### src/rtl/imem_loader_pkg.sv
// Shared VR16 definitions: field positions, format codes, loader state
// encodings and the instruction pack function.
package vr16_pkg;

  localparam int OPC_MSB = 15;
  localparam int RA_MSB  = 11;
  localparam int RB_MSB  = 7;
  localparam int LOW_MSB = 3;

  localparam logic [1:0] FMT_R   = 2'd0;
  localparam logic [1:0] FMT_I   = 2'd1;
  localparam logic [1:0] FMT_D   = 2'd2;
  localparam logic [1:0] FMT_BAD = 2'd3;

  localparam logic [1:0] ST_IDLE  = 2'd0;
  localparam logic [1:0] ST_LOAD  = 2'd1;
  localparam logic [1:0] ST_FLUSH = 2'd2;

  // Low nibble depends on format; an invalid format packs to a NOP.
  function automatic logic [15:0] pack(
    input logic [1:0] fmt,
    input logic [3:0] opcode,
    input logic [3:0] reg_a,
    input logic [3:0] reg_b,
    input logic [3:0] reg_c,
    input logic [3:0] reg_d,
    input logic [3:0] imm
  );
    logic [15:0] word;
    word = 16'h0000;
    word[OPC_MSB -: 4] = opcode;
    word[RA_MSB -: 4]  = reg_a;
    word[RB_MSB -: 4]  = reg_b;
    case (fmt)
      FMT_R:   word[LOW_MSB -: 4] = reg_c;
      FMT_I:   word[LOW_MSB -: 4] = imm;
      FMT_D:   word[LOW_MSB -: 4] = reg_d;
      default: word = 16'h0000;
    endcase
    return word;
  endfunction

  function automatic logic is_bad_fmt(input logic [1:0] fmt);
    return (fmt == FMT_BAD);
  endfunction

endpackage

### src/rtl/imem_loader_if.sv
// Field stream into the loader plus the imem write port it drives.
interface imem_loader_if #(
  parameter int ADDR_W = 16
);
  logic              in_valid;
  logic              in_ready;
  logic              in_last;
  logic [1:0]        in_fmt;
  logic [3:0]        in_opcode;
  logic [3:0]        in_reg_a;
  logic [3:0]        in_reg_b;
  logic [3:0]        in_reg_c;
  logic [3:0]        in_reg_d;
  logic [3:0]        in_imm;
  logic              imem_we;
  logic [ADDR_W-1:0] imem_addr;
  logic [15:0]       imem_wdata;

  modport master (
    output in_valid, in_last, in_fmt, in_opcode, in_reg_a, in_reg_b,
           in_reg_c, in_reg_d, in_imm,
    input  in_ready, imem_we, imem_addr, imem_wdata
  );

  modport slave (
    input  in_valid, in_last, in_fmt, in_opcode, in_reg_a, in_reg_b,
           in_reg_c, in_reg_d, in_imm,
    output in_ready, imem_we, imem_addr, imem_wdata
  );
endinterface

### src/rtl/imem_loader_instr_encoder.sv
// Combinational VR16 encoder: instruction fields + format -> 16-bit word.
module instr_encoder
  import vr16_pkg::*;
(
  input  logic [1:0]  fmt,
  input  logic [3:0]  opcode,
  input  logic [3:0]  reg_a,
  input  logic [3:0]  reg_b,
  input  logic [3:0]  reg_c,
  input  logic [3:0]  reg_d,
  input  logic [3:0]  imm,
  output logic [15:0] word,
  output logic        bad_fmt
);

  // Pack fields and flag the reserved format.
  always_comb begin
    word    = pack(fmt, opcode, reg_a, reg_b, reg_c, reg_d, imm);
    bad_fmt = is_bad_fmt(fmt);
  end

endmodule

### src/rtl/imem_loader.sv
// Loads packed VR16 words into sequential imem addresses and holds the core
// until the image is in place. Optional checksum output: IMEM_LOADER_CHECKSUM_EN.
module imem_loader
  import vr16_pkg::*;
#(
  parameter int ADDR_W        = 16,
  parameter bit HOLD_AT_RESET = 1'b1
) (
  input  logic              clk,
  input  logic              reset,
  input  logic              start,
  input  logic [ADDR_W-1:0] base_addr,
  input  logic [15:0]       length,
  imem_loader_if.slave      bus,
  output logic              busy,
  output logic              done,
  output logic              core_hold,
  output logic              error,
  output logic [15:0]       word_count
`ifdef IMEM_LOADER_CHECKSUM_EN
  ,
  output logic [15:0]       checksum
`endif
);

  logic [1:0]        state_r;
  logic [ADDR_W-1:0] cur_addr_r;
  logic [15:0]       remaining_r;
  logic              bounded_r;
  logic [15:0]       packed_s;
  logic              bad_fmt_s;
  logic              xfer_s;
  logic              final_s;
  logic              wrap_s;

  instr_encoder u_enc (
    .fmt     (bus.in_fmt),
    .opcode  (bus.in_opcode),
    .reg_a   (bus.in_reg_a),
    .reg_b   (bus.in_reg_b),
    .reg_c   (bus.in_reg_c),
    .reg_d   (bus.in_reg_d),
    .imm     (bus.in_imm),
    .word    (packed_s),
    .bad_fmt (bad_fmt_s)
  );

  // Transfer qualification; a zero length means only in_last can end the load.
  always_comb begin
    xfer_s  = bus.in_valid & bus.in_ready;
    final_s = xfer_s & ((bounded_r & (remaining_r == 16'd1)) | bus.in_last);
    wrap_s  = xfer_s & (cur_addr_r == {ADDR_W{1'b1}});
  end

  assign busy = (state_r != ST_IDLE);

  // Load FSM, registered imem write port and status outputs.
  always_ff @(posedge clk) begin
    if (reset) begin
      state_r        <= ST_IDLE;
      cur_addr_r     <= {ADDR_W{1'b0}};
      remaining_r    <= 16'd0;
      bounded_r      <= 1'b0;
      bus.in_ready   <= 1'b0;
      bus.imem_we    <= 1'b0;
      bus.imem_addr  <= {ADDR_W{1'b0}};
      bus.imem_wdata <= 16'h0000;
      done           <= 1'b0;
      error          <= 1'b0;
      word_count     <= 16'd0;
      core_hold      <= HOLD_AT_RESET;
`ifdef IMEM_LOADER_CHECKSUM_EN
      checksum       <= 16'h0000;
`endif
    end else begin
      bus.imem_we <= 1'b0;
      done        <= 1'b0;
      case (state_r)
        ST_IDLE: begin
          if (start) begin
            state_r      <= ST_LOAD;
            cur_addr_r   <= base_addr;
            remaining_r  <= length;
            bounded_r    <= (length != 16'd0);
            word_count   <= 16'd0;
            error        <= 1'b0;
            core_hold    <= 1'b1;
            bus.in_ready <= 1'b1;
`ifdef IMEM_LOADER_CHECKSUM_EN
            checksum     <= 16'h0000;
`endif
          end
        end
        ST_LOAD: begin
          if (xfer_s) begin
            bus.imem_we    <= 1'b1;
            bus.imem_addr  <= cur_addr_r;
            bus.imem_wdata <= packed_s;
            cur_addr_r     <= cur_addr_r + {{(ADDR_W-1){1'b0}}, 1'b1};
            remaining_r    <= remaining_r - 16'd1;
            if (word_count != 16'hFFFF) begin
              word_count <= word_count + 16'd1;
            end
            if (bad_fmt_s || wrap_s) begin
              error <= 1'b1;
            end
`ifdef IMEM_LOADER_CHECKSUM_EN
            checksum <= checksum ^ packed_s;
`endif
            // done is registered alongside the final write so both appear in FLUSH.
            if (final_s) begin
              state_r      <= ST_FLUSH;
              bus.in_ready <= 1'b0;
              done         <= 1'b1;
            end
          end
        end
        ST_FLUSH: begin
          state_r   <= ST_IDLE;
          core_hold <= 1'b0;
        end
        default: begin
          state_r      <= ST_IDLE;
          bus.in_ready <= 1'b0;
        end
      endcase
    end
  end

endmodule

### src/flat_wrapper.sv
// flat-port wrapper written by rule: the top's interface ports become plain ports
module imem_loader_flat import vr16_pkg::*;
#(
  parameter int ADDR_W        = 16,
  parameter bit HOLD_AT_RESET = 1'b1
)
  (clk, reset, start, base_addr, length, busy, done, core_hold, error, word_count, bus_in_valid, bus_in_last, bus_in_fmt, bus_in_opcode, bus_in_reg_a, bus_in_reg_b, bus_in_reg_c, bus_in_reg_d, bus_in_imm, bus_in_ready, bus_imem_we, bus_imem_addr, bus_imem_wdata);
  imem_loader_if #(.ADDR_W(ADDR_W)) bus_i ();
  input  logic clk;
  input  logic reset;
  input  logic start;
  input  logic [ADDR_W-1:0] base_addr;
  input  logic [15:0] length;
  output logic busy;
  output logic done;
  output logic core_hold;
  output logic error;
  output logic [15:0] word_count;
  input wire logic [$bits(bus_i.in_valid)-1:0] bus_in_valid;
  input wire logic [$bits(bus_i.in_last)-1:0] bus_in_last;
  input wire logic [$bits(bus_i.in_fmt)-1:0] bus_in_fmt;
  input wire logic [$bits(bus_i.in_opcode)-1:0] bus_in_opcode;
  input wire logic [$bits(bus_i.in_reg_a)-1:0] bus_in_reg_a;
  input wire logic [$bits(bus_i.in_reg_b)-1:0] bus_in_reg_b;
  input wire logic [$bits(bus_i.in_reg_c)-1:0] bus_in_reg_c;
  input wire logic [$bits(bus_i.in_reg_d)-1:0] bus_in_reg_d;
  input wire logic [$bits(bus_i.in_imm)-1:0] bus_in_imm;
  output wire logic [$bits(bus_i.in_ready)-1:0] bus_in_ready;
  output wire logic [$bits(bus_i.imem_we)-1:0] bus_imem_we;
  output wire logic [$bits(bus_i.imem_addr)-1:0] bus_imem_addr;
  output wire logic [$bits(bus_i.imem_wdata)-1:0] bus_imem_wdata;
  assign bus_i.in_valid = bus_in_valid;
  assign bus_i.in_last = bus_in_last;
  assign bus_i.in_fmt = bus_in_fmt;
  assign bus_i.in_opcode = bus_in_opcode;
  assign bus_i.in_reg_a = bus_in_reg_a;
  assign bus_i.in_reg_b = bus_in_reg_b;
  assign bus_i.in_reg_c = bus_in_reg_c;
  assign bus_i.in_reg_d = bus_in_reg_d;
  assign bus_i.in_imm = bus_in_imm;
  assign bus_in_ready = bus_i.in_ready;
  assign bus_imem_we = bus_i.imem_we;
  assign bus_imem_addr = bus_i.imem_addr;
  assign bus_imem_wdata = bus_i.imem_wdata;
  imem_loader #(.ADDR_W(ADDR_W), .HOLD_AT_RESET(HOLD_AT_RESET)) u_core (.clk(clk), .reset(reset), .start(start), .base_addr(base_addr), .length(length), .bus(bus_i), .busy(busy), .done(done), .core_hold(core_hold), .error(error), .word_count(word_count));
endmodule
### config.mk
export PLATFORM = sky130hd
export DESIGN_NAME = imem_loader_flat
export DESIGN_NICKNAME = d
export VERILOG_FILES = /design/src/rtl/imem_loader_pkg.sv /design/src/rtl/imem_loader_if.sv /design/src/rtl/imem_loader_instr_encoder.sv /design/src/rtl/imem_loader.sv /design/src/flat_wrapper.sv
export SDC_FILE = /design/constraint.sdc
export NUM_CORES = 1
export LEC_CHECK = 0
export CORE_MARGIN = 4
export CORE_UTILIZATION = 55
export CTS_BUF_LIST = sky130_fd_sc_hd__clkbuf_8
export DETAILED_ROUTE_END_ITERATION = 6
export GPL_TIMING_DRIVEN = 0
export PLACE_DENSITY = 0.88
export SLEW_MARGIN = 20
export SYNTH_ARGS = -nofsm -noshare
export SYNTH_HDL_FRONTEND = slang
export SYNTH_HIERARCHICAL = 1
export SYNTH_SLANG_ARGS = --single-unit
### constraint.sdc
create_clock -name clk -period 4.2 [get_ports clk]
set_input_delay 0.84 -clock clk [delete_from_list [all_inputs] [get_ports clk]]
set_output_delay 0.84 -clock clk [all_outputs]
set_load 0.1 [all_outputs]
==> summary.txt, run 1 <==
# diodes: 0
Starting Density: 0.567
Via/cell ratio: 6.24
Register Area: 1760 um^2
P_leak: 2.09 nW
CTS Hold Bufs: 0
Vias: 5,095
Vias in the first global route: 4,858
Arrival time at the worst endpoint: 2.43 ns
GR Overflow Total: 0
Initial antenna violation count: 0
Core area: 8260 um^2
Root buffer cell: clkbuf_8
Netlist cell types: 68
Number of enable flip-flop cells after synthesis: 0
Die Footprint: 10,100 um^2
Syn_area_per_cell: 8.06 um^2
CP startpoint kind: flip-flop
Cell area after synthesis: 4680 um^2
Share of flip-flops with an asynchronous set or reset: 0
Routability congestion estimate: 0.948
Critical Path End Type: primary output
Clk_lat worst skew: 0.36 ns
Slowest Stage Delay on Critical Path: 1.15 ns
RSZ-0062 raised after global routing: false
Crit path buffers/inverters: 2
Post_cts resized: 0
Clk buf depth: 2
Worst Skew: 0.0108 ns
Number of remaining DRC errors: 0
MaxCap Viol Count: 0
H-tree depth: 3
Sequential fraction of the synthesis area: 0.376
ANT nets after route: 0
Register bit total from synthesis: 88
Pwr/cell area: 330 nW/um^2
Finished Cell Area: 6170 um^2
Reg2reg setup slack: 1.98 ns
CP Max Fanout: 10
Synth Instances: 581
# IOs: 117
First-pass GRT wire length: 23,600 um
CP max-delay cell: clkdlybuf4s50_1
Reg clk slew, reported paths: 0.09 ns
Layout cells sized above 1: 0.0774
Max Freq: 306 MHz
Placed Area: 5950 um^2
Syn Nets: 648
Worst-Margin Slew: 1.00 ns
DIE WIDTH: 100 um
HP Class: flip-flop to flip-flop
Hpwl dp: 10,600 um
Detailed Routing Iterations Pass 1: 5
Initial DRC count: 444
Critical Path RT: 3.36 ns
CP delay by family, top: buffers and inverters
Max-slew violations: 0
Final min period: 3.27 ns
Setup TNS after final layout: 0 ns
TritonCTS clock tree: built
Synth warn: 6
Outcome: finished clean
Per-cell routed wire length: 18.1 um
Layout area overhead: 31.9%
Clock sinks: 88
Final setup fails: 0
Main synth FF type: dfxtp_1
Final WL: 14,800 um
Row count: 33
Pin count of the biggest net entering global routing: 16
Post-CTS Setup Bufs: 0
Nets@finish: 773
Cell Chain, Critical Path: buf_2 > or2_2 > clkdlybuf4s50_1
Crit path kind: flip-flop to primary output
VDD IR max: 189 uV
Relative slew margins: 0.331
Multi-input logic area: 2680 um^2
Die H: 100 um
Port bufs: 114
Layout fillers: 682
Total CTS buffers: 9
Final hold viol count: 0
Final worst-path cycle share: 0.779
Total global-route track usage: 0.290
==> Yosys cell counts, drive strengths merged, types with 5 or more instances <==
library cell,instances,share of area
buf,22,0.028
inv,12,0.0096
or4,5,0.0080
nand4,9,0.012
nor2,31,0.025
a31oi,5,0.0067
dfxtp,88,0.38
nor3b,6,0.012
nor4,17,0.029
and4,5,0.0094
clkbuf,17,0.014
a211oi,14,0.025
nand2,102,0.084
or3,15,0.020
and2,17,0.023
o41ai,5,0.0094
a21oi,71,0.076
o21a,6,0.0096
nor3,8,0.0096
o2bb2ai,6,0.011
nand3,15,0.016
o21ai,25,0.027
mux2i,16,0.034
and3,5,0.0067
==> kinds of logic after synthesis <==
group | Yosys count | share of synthesized area
buffers and inverters | 51 | 0.0516
AOI/OAI and AO/OA | 167 | 0.233
DFF | 88 | 0.376
muxes | 17 | 0.0366
adders and majority gates | 4 | 0.0107
and+or+nand+nor | 254 | 0.292
==> final timing paths <==
kind                                              start                       to  cells past startpoint
worst max-delay path                  u_core/state_r[1]                     busy                      3
worst max register to register    u_core/remaining_r[0]   u_core/remaining_r[14]                      6
worst min register to register  u_core/bus.imem_addr[9]  u_core/bus.imem_addr[9]                      2
worst min-delay path            u_core/bus.imem_addr[9]  u_core/bus.imem_addr[9]                      2
==> flip-flops by register name (all words and copies together) (netlist names) <==
name	cells
u_core/bounded_r	1
u_core/bus.imem_addr	16
u_core/bus.imem_wdata	16
u_core/bus.imem_we	1
u_core/bus.in_ready	1
u_core/core_hold	1
u_core/cur_addr_r	16
u_core/done	1
u_core/error	1
u_core/remaining_r	16
u_core/state_r	2
u_core/word_count	16
==> layer usage <==
| layer | up-vias | share of wire | wire [um] | GRT usage |
|---|---|---|---|---|
| li1 | 2384 | - | - | - |
| met1 | 2405 | 0.41 | 6070 | 0.382 |
| met2 | 283 | 0.48 | 7130 | 0.487 |
| met3 | 23 | 0.096 | 1420 | 0.0493 |
| met4 | 0 | 0.011 | 170 | 0.0829 |
| met5 | - | 0 | 0 | 0 |
==> metrics by stage <==
step,hold WS (ns),instances,total power (W),worst slack [ns],util
finish,0.456,816,0.00204,0.928,0.748
global route,0.475,816,0.00211,0.871,0.748
global placement,0.441,800,0.00138,1.35,0.721
CTS,0.459,816,0.00203,0.943,0.748
floorplan,0.444,581,0.00122,1.83,-
detailed placement,0.446,800,0.00139,1.33,0.721
==> cell usage in the layout (no fill, tap or decap), types with 3 or more instances in the layout <==
cell,count
clkdlybuf4s50_1,114
nand2_1,100
dfxtp_1,88
a21oi_1,71
nor2_1,31
o21ai_0,25
clkbuf_1,17
and2_1,17
buf_2,16
mux2i_1,16
nand3_1,15
or3_1,15
nor4_1,14
inv_1,13
a211oi_1,13
clkbuf_8,9
nand4_1,9
nor3_1,7
o21a_1,6
o2bb2ai_1,6
and4_1,5
o41ai_1,5
or4_1,5
and3_1,5
a31oi_1,5
nor3b_1,5
buf_4,4
o22ai_1,4
a311oi_1,4
o31ai_1,4
ha_1,4
or2_2,3
a21o_1,3
==> where the power goes <==
group	total (W)	internal, W	switching, W
Combinational	0.000459	0.000181	0.000277
Clock	0.000656	0.000336	0.000320
Sequential	0.000922	0.000873	0.0000487
==> worst reg2reg max path: stages, from the launching register on <==
cell and delay (ns):
dfxtp_1 0.34, inv_1 0.10, ha_1 0.24, nor4b_2 0.59, nand3_1 0.28, or4_1 0.45
a31oi_1 0.13
==> area by class of cell <==
class                           instances  area share
Buffer                                 39      0.0318
Clock buffer                            9      0.0201
Clock inverter                          7      0.0156
Inverter                               12     0.00730
Multi-Input combinational cell        442       0.434
Sequential cell                        88       0.285
Tap cell                              105      0.0213
Timing Repair Buffer                  114       0.185
Note: power is estimated with default switching activity, not from simulation.
==> inputs of run 2 (changes only) <==
- CORE_UTILIZATION: 55 -> 46
- PLACE_DENSITY: 0.88 -> 0.78
- clock period: 4.2 -> 2.8 ns (I/O delays scaled with it)
==> run 2 against run 1 <==
Final cell count grew 3.3%. Largest cell class unchanged. Sequential cell count unchanged. Critical endpoint unchanged. Cell area increased by 0.14%. Critical path type unchanged. Combinational power rose by 48%. Highest routed layer unchanged. Sequential power up 50%. Non-clock buffer count is the same. Largest power group unchanged. Wire length decreased by 0.30%.
==> summary.txt, run 2 (synthesis gave the netlist of run 1 again) <==
Outcome: finished clean
MaxCap Viol Count: 0
Layout cells sized above 1: 0.0775
Final Util: 0.630
DIE WIDTH: 109 um
Clk buf depth: 2
ANT nets after route: 0
Routability congestion estimate: 0.931
Number of remaining DRC errors: 0
Max Freq: 370 MHz
Total global-route track usage: 0.249
First-pass GRT wire length: 23,300 um
Max-slew violations: 0
Initial DRC count: 407
Leading cell type in the layout, fill and taps excluded: clkdlybuf4s50_1
P_leak: 2.09 nW
H-tree depth: 3
Pwr/cell area: 477 nW/um^2
Die Footprint: 11,900 um^2
Arrival time at the worst endpoint: 2.14 ns
Reg clk slew, reported paths: 0.08 ns
Setup TNS after final layout: 0 ns
Dpl ws: 0.191 ns
Layout fillers: 903
Clock sinks: 88
HP Class: flip-flop to flip-flop
VDD IR max: 289 uV
Initial antenna violation count: 0
GR Overflow Total: 0
Relative slew margins: 0.317
Overall power: 0.00295 W
Final setup fails: 0
Worst-Margin Slew: 1.02 ns
Vias: 4,914
Critical Path RT: 2.24 ns
Clk_lat worst skew: 0.36 ns
Pin count of the biggest net entering global routing: 15
CP startpoint kind: flip-flop
Core area: 9820 um^2
Nets@finish: 773
Final worst-path cycle share: 0.965
Critical Path End Type: primary output
Die H: 109 um
Row count: 36
CP Max Fanout: 10
Via/cell ratio: 5.83
Port bufs: 114
Final hold viol count: 0
Post-route setup slack: 0.0982 ns
CTS Hold Bufs: 0
# IOs: 117
Crit path kind: flip-flop to primary output
# diodes: 0
Starting Density: 0.477
Worst Skew: 0.0109 ns
Root buffer cell: clkbuf_8
Detailed Routing Iterations Pass 1: 5
Layout area overhead: 32.1%
Hpwl dp: 10,900 um
Final min period: 2.70 ns
Vias in the first global route: 4,667
Final WL: 14,700 um
Most frequent cells in the layout: 113 x clkdlybuf4s50_1, 100 x nand2_1, 88 x dfxtp_1
RSZ-0062 raised after global routing: false
Total CTS buffers: 9
Per-cell routed wire length: 17.5 um
TritonCTS clock tree: built
==> run 2: cell type report <==
class	instances	area [um^2]	area share
Buffer	39	196	0.0318
Sequential cell	88	1760	0.285
Timing Repair Buffer	114	1140	0.184
Clock inverter	5	57.6	0.00931
Multi-Input combinational cell	442	2680	0.433
Clock buffer	10	138	0.0223
Inverter	12	45.0	0.00729
Tap cell	133	166	0.0269
==> run 2: power breakdown <==
part	internal [W]	leakage [nW]	switching, W
sequential	0.00131	0.716	0.0000710
combinational	0.000271	1.27	0.000410
clock	0.000432	0.102	0.000457
total	0.00201	2.09	0.000938
==> run 2: per-layer routing <==
| metal | up-vias | track usage | part of all wire |
|---|---|---|---|
| li1 | 2386 | - | - |
| met2 | 189 | 0.412 | 0.48 |
| met1 | 2314 | 0.325 | 0.43 |
| met5 | - | 0 | 0 |
| met3 | 25 | 0.0420 | 0.071 |
| met4 | 0 | 0.0929 | 0.017 |
==> run 2: worst paths after layout <==
check	depth (start not counted)	slack [ns]	from	endpoint
min reg2reg	2	0.46	u_core/bus.imem_wdata[0]	u_core/bus.imem_wdata[0]
min	2	0.46	u_core/bus.imem_wdata[0]	u_core/bus.imem_wdata[0]
max reg2reg	6	0.71	u_core/remaining_r[0]	u_core/remaining_r[14]
max	3	0.1	u_core/state_r[1]	busy
==> run 2: timing repair <==
| action | CTS | global route |
|---|---|---|
| setup buffers | 0 | 0 |
| endpoints found under the setup margin | 1 | 0 |
| gates resized for setup | 1 | 0 |
==> run 2: worst max-delay path, stage by stage, from the launching register on <==
cell	delay [ns]
dfxtp_1	0.45
buf_2	0.28
or2_2	0.16
dlygate4sd2_1	0.88
==> run 2: stage by stage <==
stage,std cells,cell area (um^2),hold WS [ns]
3_5_place_dp,828,5990,0.448
2_1_floorplan,581,4680,0.444
5_1_grt,843,6180,0.482
4_1_cts,843,6180,0.460
3_3_place_gp,828,5990,0.442
6_report,843,6180,0.455
==> inputs of run 3 (changes only) <==
- CORE_ASPECT_RATIO: not set -> 0.9
- MAX_ROUTING_LAYER: not set -> met4
- SKIP_LAST_GASP: not set -> 1
==> run 3 against run 2 <==
Hold slack gained 0.0026 ns. Fmax shrank 0.65%. First-iteration DRC count grew 15%. Critical path type unchanged. Critical endpoint unchanged. Largest cell class unchanged.
==> summary.txt, run 3 (synthesis gave the netlist of run 1 again) <==
Final worst-path cycle share: 0.971
GR Overflow Total: 0
Post-CTS Setup Bufs: 0
Final WL: 14,900 um
Reg clk slew, reported paths: 0.09 ns
Nets@finish: 773
Max Freq: 368 MHz
Initial antenna violation count: 0
Row count: 34
Routability congestion estimate: 0.926
Finished Cell Area: 6240 um^2
Vias in the first global route: 4,736
Sequential Power Share: 0.433
Root buffer cell: clkbuf_8
Layout fillers: 874
Port bufs: 114
Highest metal used: met4
TritonCTS clock tree: built
VDD IR max: 298 uV
Switch Pwr: 0.000946 W
MaxCap Viol Count: 0
Die Footprint: 11,900 um^2
Leading cell type in the layout, fill and taps excluded: clkdlybuf4s50_1
Clock sinks: 88
Final min period: 2.72 ns
Multi-input logic area: 2680 um^2
Die H: 104 um
CP startpoint kind: flip-flop
Pin count of the biggest net entering global routing: 15
Vias: 4,984
Final hold viol count: 0
Dpl ws: 0.208 ns
Per-cell routed wire length: 17.8 um
Crit path kind: flip-flop to primary output
Clk_lat worst skew: 0.37 ns
Worst-Margin Slew: 1.00 ns
Wire length on met2: 6910 um
Slowest Stage Delay on Critical Path: 0.85 ns
Core area: 9780 um^2
Outcome: finished clean
RSZ-0062 raised after global routing: false
Relative slew margins: 0.331
P_leak: 2.11 nW
DIE WIDTH: 114 um
Layout cells sized above 1: 0.0788
Starting Density: 0.478
Most frequent cells in the layout: 113 x clkdlybuf4s50_1, 100 x nand2_1, 88 x dfxtp_1
WL met1: 6530 um
# diodes: 0
Clk buf depth: 2
Cell Chain, Critical Path: buf_2 > or2_2 > clkdlybuf4s15_1
H-tree depth: 3
CP max-delay cell: clkdlybuf4s15_1
HP Class: flip-flop to flip-flop
Met3 WL: 1250 um
Post_cts resized: 1
Max-slew violations: 0
Critical Path RT: 2.24 ns
Arrival time at the worst endpoint: 2.16 ns
Total global-route track usage: 0.256
Final Hold Slack: 0.458 ns
Critical Path End Type: primary output
ANT nets after route: 0
CP Max Fanout: 10
Hpwl dp: 10,800 um
Combinational power share: 0.214
CTS Hold Bufs: 0
Via/cell ratio: 5.95
# IOs: 117
Placed Area: 5980 um^2
Int Pwr: 0.00225 W
Layout area overhead: 33.4%
Initial DRC count: 469
Number of remaining DRC errors: 0
Final setup fails: 0
Detailed Routing Iterations Pass 1: 5
Setup TNS after final layout: 0 ns
Post-route setup slack: 0.0804 ns
Sw Share: 0.296
Pwr/cell area: 512 nW/um^2
Register Area: 1760 um^2
First-pass GRT wire length: 24,200 um
Worst Skew: 0.00878 ns
Total CTS buffers: 9
Clock network power share: 0.354
-- run 3: final cells by class --
class	instances	share of cell area
multi-input cells	442	0.429
clock buffers	12	0.0265
repair buffers	114	0.183
flip-flops and latches	88	0.282
plain buffers	39	0.0315
well taps	126	0.0253
clock inverters	4	0.0158
inverters	12	0.00721
-- run 3: per-stage QoR --
stage / util / total power [W] / cells
after CTS: 0.638 / 0.00320 / 837
after global placement: 0.611 / 0.00207 / 821
after global routing: 0.638 / 0.00333 / 837
after floorplan: - / 0.00183 / 581
after detailed placement: 0.611 / 0.00208 / 821
final: 0.638 / 0.00319 / 837
-- run 3: power groups by stage --
stage	sequential, W	clock, W	combinational [W]
2_1_floorplan	0.00146	0	0.000374
3_3_place_gp	0.00141	0	0.000659
3_5_place_dp	0.00141	0	0.000669
4_1_cts	0.00138	0.00115	0.000671
5_1_grt	0.00139	0.00120	0.000736
6_report	0.00138	0.00113	0.000683
-- run 3: worst paths after layout --
path,cells past startpoint,startpoint,endpoint,slack (ns)
setup / recovery,3,u_core/state_r[1],busy,0.08
hold / removal,2,u_core/bus.imem_wdata[7],u_core/bus.imem_wdata[7],0.46
setup reg to reg,6,u_core/remaining_r[1],u_core/remaining_r[14],0.61
hold reg to reg,2,u_core/bus.imem_wdata[7],u_core/bus.imem_wdata[7],0.46
-- run 3: routing by layer --
metal	up-vias	track usage
li1	2392	-
met1	2322	0.341
met2	247	0.395
met3	23	0.0630
met4	0	0.0577
met5	-	-
-- run 3: worst max-delay path, delay by kind of cell, from the launching register on --
kind	cells	cell delay, ns
buffers and inverters	2	1.16
AND/OR/NAND/NOR	1	0.17
flip-flops	1	0.46
